`config.mk`:
```
export PLATFORM = sky130hd
export DESIGN_NAME = led_sequencer
export DESIGN_NICKNAME = d
export VERILOG_FILES = /design/src/rtl/led_seq_pkg.sv /design/src/rtl/led_pwm.sv /design/src/rtl/led_sequencer.sv
export SDC_FILE = /design/constraint.sdc
export NUM_CORES = 1
export LEC_CHECK = 0
export BUFFER_PORTS_ARGS = -buffer_cell sky130_fd_sc_hd__buf_2
export CAP_MARGIN = 20
export CELL_PAD_IN_SITES_DETAIL_PLACEMENT = 1
export CELL_PAD_IN_SITES_GLOBAL_PLACEMENT = 2
export CORE_MARGIN = 5
export CORE_UTILIZATION = 26
export DETAILED_ROUTE_END_ITERATION = 12
export PLACE_DENSITY_LB_ADDON = 0.1
export SLEW_MARGIN = 0
export SYNTH_ARGS = -nofsm -noshare
export SYNTH_HDL_FRONTEND = slang
export SYNTH_SLANG_ARGS = --single-unit
```
`constraint.sdc`:
```
create_clock -name clk24 -period 1.84 [get_ports clk24]
set_input_delay 0.46 -clock clk24 [delete_from_list [all_inputs] [get_ports clk24]]
set_output_delay 0.46 -clock clk24 [all_outputs]
set_load 0.005 [all_outputs]
```
`src/rtl/led_seq_pkg.sv`:
```
// Shared encodings for the LED sequencer: mode selection and bounce direction.
package led_seq_pkg;

    // Step modes, as driven on the mode input
    localparam logic [1:0] MODE_ROT_UP = 2'd0;
    localparam logic [1:0] MODE_ROT_DN = 2'd1;
    localparam logic [1:0] MODE_BOUNCE = 2'd2;
    localparam logic [1:0] MODE_HOLD   = 2'd3;

    // Bounce direction, remembered across mode changes
    localparam logic DIR_UP = 1'b0;
    localparam logic DIR_DN = 1'b1;

endpackage

```
`src/rtl/led_pwm.sv`:
```
// Global PWM dimmer: free-running duty counter compared against brightness.
// All-ones brightness is forced fully on, so the duty scale reaches 100%.
module led_pwm #(
    parameter int DUTY_W = 4
) (
    input  logic              clk24,
    input  logic              rst,
    input  logic [DUTY_W-1:0] brightness,
    output logic              pwm_on
);

    logic [DUTY_W-1:0] pwm_cnt;

    // Free-running duty counter, wraps naturally at 2^DUTY_W
    always_ff @(posedge clk24 or posedge rst) begin
        if (rst) begin
            pwm_cnt <= '0;
        end else begin
            pwm_cnt <= pwm_cnt + DUTY_W'(1);
        end
    end

    // On while the counter is below the requested duty, or always at full scale
    always_comb begin
        pwm_on = (&brightness) | (pwm_cnt < brightness);
    end

endmodule

```
`src/rtl/led_sequencer.sv`:
```
// Single-position LED sequencer: one active-low LED lit at a time, stepped by a
// prescaled tick or a manual request in rotate-up, rotate-down, bounce or hold
// mode, dimmed by a global PWM. Outputs are registered for direct pin drive.
module led_sequencer
    import led_seq_pkg::*;
#(
    parameter int N_LEDS   = 3,
    parameter int TICK_DIV = 8388608,
    parameter int DUTY_W   = 4
) (
    input  logic                                  clk24,
    input  logic                                  rst,
    input  logic                                  enable,
    input  logic [1:0]                            mode,
    input  logic                                  step_i,
    input  logic [DUTY_W-1:0]                     brightness,
    output logic [N_LEDS-1:0]                     leds_n,
    output logic                                  step_o,
    output logic [((N_LEDS > 1) ? $clog2(N_LEDS) : 1)-1:0] pos_o
);

    localparam int PRESC_W = $clog2(TICK_DIV);
    localparam int POS_W   = (N_LEDS > 1) ? $clog2(N_LEDS) : 1;

    localparam logic [PRESC_W-1:0] PRESC_LAST = PRESC_W'(TICK_DIV - 1);
    localparam logic [POS_W-1:0]   POS_LAST   = POS_W'(N_LEDS - 1);
    localparam logic [POS_W-1:0]   POS_ONE    = POS_W'(1);

    logic [PRESC_W-1:0] presc;
    logic               tick;
    logic               adv;

    logic [POS_W-1:0]   pos;
    logic [POS_W-1:0]   pos_next;
    logic               dir;
    logic               dir_next;

    logic [N_LEDS-1:0]  lit;
    logic               pwm_on;

    // Prescaler: counts only while enabled, wraps at TICK_DIV-1
    always_ff @(posedge clk24 or posedge rst) begin
        if (rst) begin
            presc <= '0;
        end else if (enable) begin
            if (presc == PRESC_LAST) begin
                presc <= '0;
            end else begin
                presc <= presc + PRESC_W'(1);
            end
        end
    end

    // A tick coinciding with a manual request still yields a single step
    always_comb begin
        tick = enable && (presc == PRESC_LAST);
        adv  = tick || step_i;
    end

    // Next position/direction; a single LED never moves, and bounce reverses
    // and moves in the same step so the end positions are never repeated
    always_comb begin
        pos_next = pos;
        dir_next = dir;
        if (adv && (N_LEDS > 1)) begin
            case (mode)
                MODE_ROT_UP: begin
                    pos_next = (pos == POS_LAST) ? '0 : pos + POS_ONE;
                end
                MODE_ROT_DN: begin
                    pos_next = (pos == '0) ? POS_LAST : pos - POS_ONE;
                end
                MODE_BOUNCE: begin
                    if ((dir == DIR_UP) && (pos == POS_LAST)) begin
                        dir_next = DIR_DN;
                        pos_next = pos - POS_ONE;
                    end else if ((dir == DIR_DN) && (pos == '0)) begin
                        dir_next = DIR_UP;
                        pos_next = pos + POS_ONE;
                    end else if (dir == DIR_UP) begin
                        pos_next = pos + POS_ONE;
                    end else begin
                        pos_next = pos - POS_ONE;
                    end
                end
                default: begin
                    pos_next = pos;
                end
            endcase
        end
    end

    // One-hot decode of the upcoming position
    always_comb begin
        lit = '0;
        for (int unsigned i = 0; i < N_LEDS; i++) begin
            lit[i] = (pos_next == POS_W'(i));
        end
    end

    // Position state, step strobe and LED drive all update on the same edge
    always_ff @(posedge clk24 or posedge rst) begin
        if (rst) begin
            pos    <= '0;
            dir    <= DIR_UP;
            step_o <= 1'b0;
            leds_n <= '1;
        end else begin
            pos    <= pos_next;
            dir    <= dir_next;
            step_o <= adv && (pos_next != pos);
            leds_n <= ~(lit & {N_LEDS{pwm_on}});
        end
    end

    assign pos_o = pos;

    led_pwm #(
        .DUTY_W(DUTY_W)
    ) u_pwm (
        .clk24      (clk24),
        .rst        (rst),
        .brightness (brightness),
        .pwm_on     (pwm_on)
    );

endmodule

```
### After elaboration in Yosys (flattened, before gate mapping)

Cells that the tools add are included.
W data, S select, Z words.

* muxes and demuxes: 10
* order comparisons: 1
* add/subtract/negate cells: 4
* equal/unequal tests: 7
* reduce and logical (&&, ||, !) cells: 11
* bitwise operators: 4

Operators by type and width (count)
* $add A23 B1 Y23 const B: 1
* $eq A23 B23 Y1 const B: 1
* $mux W23: 1
* $mux W2: 6
* $eq A2 B2 Y1 const B: 3
* $logic_not A2 Y1: 3
* $pmux W2 S3: 1
* $add A4 B1 Y4 const B: 1
* $eq A2 B1 Y1 const B: 2
* $logic_and A1 B1 Y1: 4
* $lt A4 B4 Y1: 1
* $reduce_and A4 Y1: 1
* $and A3 B3 Y3: 1
* $not A3 Y3: 1
* $reduce_and A3 Y1: 1
* $add A2 B1 Y2 const B: 1
* $mux W1: 2
* $ne A2 B2 Y1: 1
* $reduce_bool A2 Y1: 1
* $sub A2 B1 Y2 const B: 1
* $logic_or A1 B1 Y1: 1
* $not A1 Y1: 1
* $or A1 B1 Y1: 1

* output and inout port bits: 6
* input port bits: 10
* bits in registers: 34
* word-level logic and storage cells: 43

### Longest topological paths before layout

* depth in word-level cells: 9
* mapped depth: 8
* gate-level depth less buffers: 8

### Cells and area by module

Synthesis repeated with hierarchy kept, for this count alone.

* cell total of the unflattened synthesis: 184
* area, all modules: 1896.8 µm²

Modules (own cells, without submodules)
* led_sequencer: cells an instance 162, area each 1666.6 µm², seq. area each 754.5 µm², instances 1
* led_pwm: cells an instance 22, area each 230.2 µm², seq. area each 100.1 µm², instances 1

### Least setup slack after synthesis

No wires, ideal clock.

* path type: flip-flop to flip-flop
* start point: register pos[0] (netlist: pos_o[0])
* end point: register step_o
* arrival: 1533 ps
* setup time: 135 ps
* path buffers: 0
* period minus slack after synthesis: 1668 ps
* path slack: 172 ps
* stages on the path, launching flop included: 8
* data required time: 1705 ps
* cell sequence: dfrtp_1 > inv_1 > ha_1 > nand2b_1 > a2111oi_0 > nand3b_1 > xnor2_1 > a21oi_1

* cells in the longest elaborated chain, start to end: 8
* elaborated cells on any way between the ends: 15
* classes of those cells: 2 x add/sub; 2 x eq/ne; 7 x mux; 4 x reduce/logical

Ends and longest elaborated chain
* from (decl): RTL line led_sequencer.sv:33 `logic [POS_W-1:0] pos;`
* from (signal assigned): RTL line led_sequencer.sv:109 `pos <= pos_next;`
* $add A2 B1 Y2 (tied with other cells): RTL line led_sequencer.sv:68, led_sequencer.sv:79, led_sequencer.sv:81
* $mux W2 / $logic_and A1 B1 Y1 (equally long branches): RTL line led_sequencer.sv:80, led_sequencer.sv:77
* $mux W2: RTL line led_sequencer.sv:77 `end else if ((dir == DIR_DN) && (pos == '0)) begin`
* $mux W2: RTL line led_sequencer.sv:74 `if ((dir == DIR_UP) && (pos == POS_LAST)) begin`
* $pmux W2 S3: RTL line led_sequencer.sv:66 `case (mode)`
* $mux W2: RTL line led_sequencer.sv:65 `if (adv && (N_LEDS > 1)) begin`
* $ne A2 B2 Y1 *: RTL line led_sequencer.sv:111 `step_o <= adv && (pos_next != pos);`
* $logic_and A1 B1 Y1 *: RTL line led_sequencer.sv:111
* to (signal assigned): RTL line led_sequencer.sv:111
* to (decl): RTL line led_sequencer.sv:18 `output logic step_o,`

Every way passes the cells marked *; elsewhere a longest branch is shown, timed or not.
A chain may end at the register's enable or synchronous reset.

### Final worst setup path

* start point: register presc[0]
* end point: register dir

* cells in the longest elaborated chain, start to end: 4

Ends and longest elaborated chain
* from (decl): RTL line led_sequencer.sv:29 `logic [PRESC_W-1:0] presc;`
* from (signal assigned): RTL line led_sequencer.sv:49 `presc <= presc + PRESC_W'(1);`
* $eq A23 B23 Y1: RTL line led_sequencer.sv:56 `tick = enable && (presc == PRESC_LAST);`
* $logic_and A1 B1 Y1: RTL line led_sequencer.sv:56
* $logic_or A1 B1 Y1: RTL line led_sequencer.sv:57 `adv = tick || step_i;`
* $reduce_and A3 Y1 (no line)
* to (signal assigned): RTL line led_sequencer.sv:110 `dir <= dir_next;`
* to (decl): RTL line led_sequencer.sv:35 `logic dir;`

No other way between the ends.

==> results.txt <==
----------------------------------------------------
[Outcome]
  Run status ... complete, no violations

[Setup path]
  Critical path's top delay family ... simple AND/OR/NAND/NOR gates
  Cell at the slowest stage of the critical path ... sky130_fd_sc_hd__dfrtp_1
  Delay contributed by the slowest stage of the critical path ... 410 ps
  Instance count on the critical path ... 6
  Worst setup path start ... presc[0]
  Worst path required time ... 2010 ps
  Critical-path cell list ... ha_1, and3_2, nand3_2, and2b_1, o211a_1, o21a_1
  Worst reg2reg endpoint ... dir
  Depth of the worst register-to-register path ... 6
  Startpoint type of the worst setup path ... register
  Worst reg-to-reg setup slack ... 80 ps
  Sum of buffers and inverters on the critical path ... 0
  End point of the critical path ... dir
  Crit path kind ... reg -> reg
  Arrival time at the worst endpoint ... 1930 ps
  RR Startpoint ... presc[0]
  Worst setup EP type ... register
  Maximum fanout along the worst path ... 4

[Power and ir drop]
  Peak supply drop ... 0.443 mV
  Leakage power total ... 0.00110 µW
  PwrDens ... 1110 nW/µm²

[Layout]
  Area of all placed cells without fillers ... 2220 µm²
  Growth of design area from synthesis to finish ... 24.4%
  Number of nets in the layout ... 221
  Fillers ... 771
  Count of antenna diodes in the layout ... 0
  Share of final-layout standard cells stronger than drive strength 1 ... 0.250
  Non-filler instance count after layout ... 284

[Clock tree]
  Total CTS buffers ... 5
  Number of H-tree levels ... 2
  Number of sinks on the clock net ... 34
  Number of buffers added to fix hold violations after cts ... 0
  Latest clock arrival within the worst-skew pair ... 280 ps
  Clock transition at the registers of the reported paths ... 70 ps
  Buffer type at the clock tree root ... sky130_fd_sc_hd__clkbuf_8
  Maximum count of clock buffers along a single path ... 2
  TritonCTS clock tree ... yes

[Floorplanning]
  Top-Level Pins ... 16
  Area of the die ... 8620 µm²
  Initial standard-cell utilization of the core ... 0.264
  Total number of placement rows ... 30
  Die X ... 92.9 µm
  Area of the placeable core ... 6760 µm²
  Die height ... 92.9 µm

[Timing]
  Unrepaired setup endpoints after global routing ... no
  Slew at the pin closest to its max-slew limit ... 452 ps
  Fmax achieved ... 569 MHz
  Slew headroom ... 0.699
  Shortest period the worst path allows ... 1760 ps
  Final hold viol count ... 0
  Maximum clock skew at final layout ... 7.65 ps
  Max-slew violations ... 0
  Hold WS ... 265 ps
  Number of setup violations in the final report ... 0
  Period utilisation layout ... 0.955
  Total negative slack for setup checks ... 0 ps

[Detailed routing]
  Count of antenna-violating nets left after detailed routing ... 0
  Average wire per standard cell ... 14.0 µm
  Detailed-router iteration count before antenna repair ... 4
  Total wire length after detailed routing ... 3980 µm
  Via density per instance ... 4.55
  Starting DRC count in detailed routing ... 24
  Via count ... 1291
  Drc violations ... 0

[Synth]
  Synth Area in Adders ... 0.0561
  Number of instances in the synthesized netlist ... 169
  Compound-gate portion of the synthesized area ... 0.0575
  Yosys warnings ... 0
  Synthesized netlist net count ... 187
  Post-synth top cells ... sky130_fd_sc_hd__dfrtp_1 (31), sky130_fd_sc_hd__nor2_1 (20), sky130_fd_sc_hd__xnor2_1 (13), sky130_fd_sc_hd__inv_1 (12), sky130_fd_sc_hd__xor2_1 (12)
  Post-synthesis mux area share ... 0.0224
  Area share of xor/xnor cells in the synthesized design ... 0.123
  Largest area contributor in the synthesized netlist ... sky130_fd_sc_hd__dfrtp_1
  Synth Cell Area ... 1790 µm²
  Fraction of the mapped netlist area in simple logic gates ... 0.235
  Cell types occupying the most area after synthesis ... sky130_fd_sc_hd__dfrtp_1 (43%), sky130_fd_sc_hd__xnor2_1 (6.4%), sky130_fd_sc_hd__xor2_1 (5.9%), sky130_fd_sc_hd__ha_1 (5.6%), sky130_fd_sc_hd__dfstp_2 (4.4%)
  Dominant synthesized flop cell ... sky130_fd_sc_hd__dfrtp_1
  Cell with the most instances after synthesis ... sky130_fd_sc_hd__dfrtp_1
  Sequential cell area fraction in the yosys report ... 0.479
  Largest family of logic cells by synthesized area ... simple AND/OR/NAND/NOR gates
  Number of synthesized register bits ... 34
  Unique masters post-synth ... 38
  Syn_area_per_cell ... 10.6 µm²
  Portion of synthesized cell area occupied by the leading cell type ... 0.434
  Share of flip-flops with an asynchronous set or reset ... 1.00
  Number of enable-type register cells in the synthesized netlist ... 0

[Global routing]
  Antenna violations before repair ... 0
  Pin count of the biggest net entering global routing ... 35
  Wire length of the first global-routing pass ... 6820 µm
  GRT Overall Usage ... 0.100
  Number of global-route vias before repair ... 1430
  Remaining Overflow, GRT ... 0

[Placement]
  Routability Congestion ... 0.730
  Placed wire-length estimate ... 2980 µm
  Total instance count after detailed placement ... 272
  Post-Place Cell Area ... 2020 µm²
  Buffers on Ports ... 15

[Run]
  Count of max-cap constraint violations ... 0

[Worst hold path]
  Worst hold path class ... in -> async

----------------------------------------------------
[state kept, by name, summed over array words and instances, names as in the netlist]
name,cells
pos_o,2
step_o,1
u_pwm.pwm_cnt,4
dir,1
presc,23
leds_n,3
[worst min path at each step]
stage | cells after the start | end
final | 3 | presc[17]
after global routing | 3 | presc[17]
after CTS | 3 | u_pwm.pwm_cnt[1]
after detailed placement | 1 | u_pwm.pwm_cnt[3]
after global placement | 1 | u_pwm.pwm_cnt[3]
after floorplan | 1 | u_pwm.pwm_cnt[0]
[what timing repair did]
action                                  in CTS  in global routing
hold endpoints to repair                     0                  0
setup buffers                                2                  2
resized for setup                            1                  9
endpoints found under the setup margin       5                  8
[worst reg2reg max path, cell delays in order, from the launching register on]
cell,delay (ps)
sky130_fd_sc_hd__dfrtp_1,410
sky130_fd_sc_hd__ha_1,230
sky130_fd_sc_hd__and3_2,270
sky130_fd_sc_hd__nand3_2,120
sky130_fd_sc_hd__and2b_1,250
sky130_fd_sc_hd__o211a_1,220
sky130_fd_sc_hd__o21a_1,160
[where the power goes]
part / internal (µW) / switching (µW) / leakage, µW / total (µW)
logic: 359 / 349 / 0.000603 / 708
clock network: 442 / 271 / 0.0000585 / 713
registers: 914 / 129 / 0.000442 / 1040
total: 1720 / 749 / 0.00110 / 2460
[layout by cell type (no fill, tap or decap), types with 2 or more instances in the layout]
master                     count
sky130_fd_sc_hd__clkbuf_8      6
sky130_fd_sc_hd__nand3_2       2
sky130_fd_sc_hd__dfrtp_1      31
sky130_fd_sc_hd__buf_4        13
sky130_fd_sc_hd__nand3_1      11
sky130_fd_sc_hd__and3_1        4
sky130_fd_sc_hd__nor3_1        3
sky130_fd_sc_hd__nand2_1       9
sky130_fd_sc_hd__o21ai_0       2
sky130_fd_sc_hd__xor2_1       12
sky130_fd_sc_hd__buf_2        15
sky130_fd_sc_hd__mux2i_1       3
sky130_fd_sc_hd__nor4_4        2
sky130_fd_sc_hd__nor2_1       20
sky130_fd_sc_hd__ha_1          7
sky130_fd_sc_hd__inv_1        11
sky130_fd_sc_hd__xnor2_1      13
sky130_fd_sc_hd__nand4_1       8
sky130_fd_sc_hd__and4_1        2
sky130_fd_sc_hd__dfstp_2       3
[layout make-up]
type | count | area (µm²) | share of cell area
Inverter | 12 | 45.0 | 0.0203
Tap cell | 80 | 100 | 0.0451
Sequential cell | 34 | 855 | 0.385
Multi-Input combinational cell | 122 | 932 | 0.420
Clock buffer | 7 | 86.3 | 0.0389
Clock inverter | 1 | 30.0 | 0.0135
Timing Repair Buffer | 28 | 173 | 0.0777
[metrics by stage]
step,setup slack [ps],power (µW),util
final,83.6,2460,0.329
after global routing,2.08,2640,0.329
after CTS,10.1,2420,0.319
after detailed placement,-96.8,1650,0.299
after global placement,65.3,1630,0.299
after floorplan,172,1430,-
[kinds of logic (layout without fill, tap and decap cells)]
group                      Yosys count  in the layout
AOI/OAI and AO/OA                   13             13
xor gates and xnor gates            25             25
adders and majority gates            8              8
buffers and inverters               13             48
DFF                                 34             34
muxes                                4              4
and+or+nand+nor                     72             72
[layer usage]
layer	GRT usage	part of all wire	up-vias
met5	0	0	-
met4	0.0366	0.011	0
met3	0.0219	0.020	5
met2	0.164	0.48	12
li1	-	-	648
met1	0.129	0.49	626
Power figures use the tool's default switching activity.
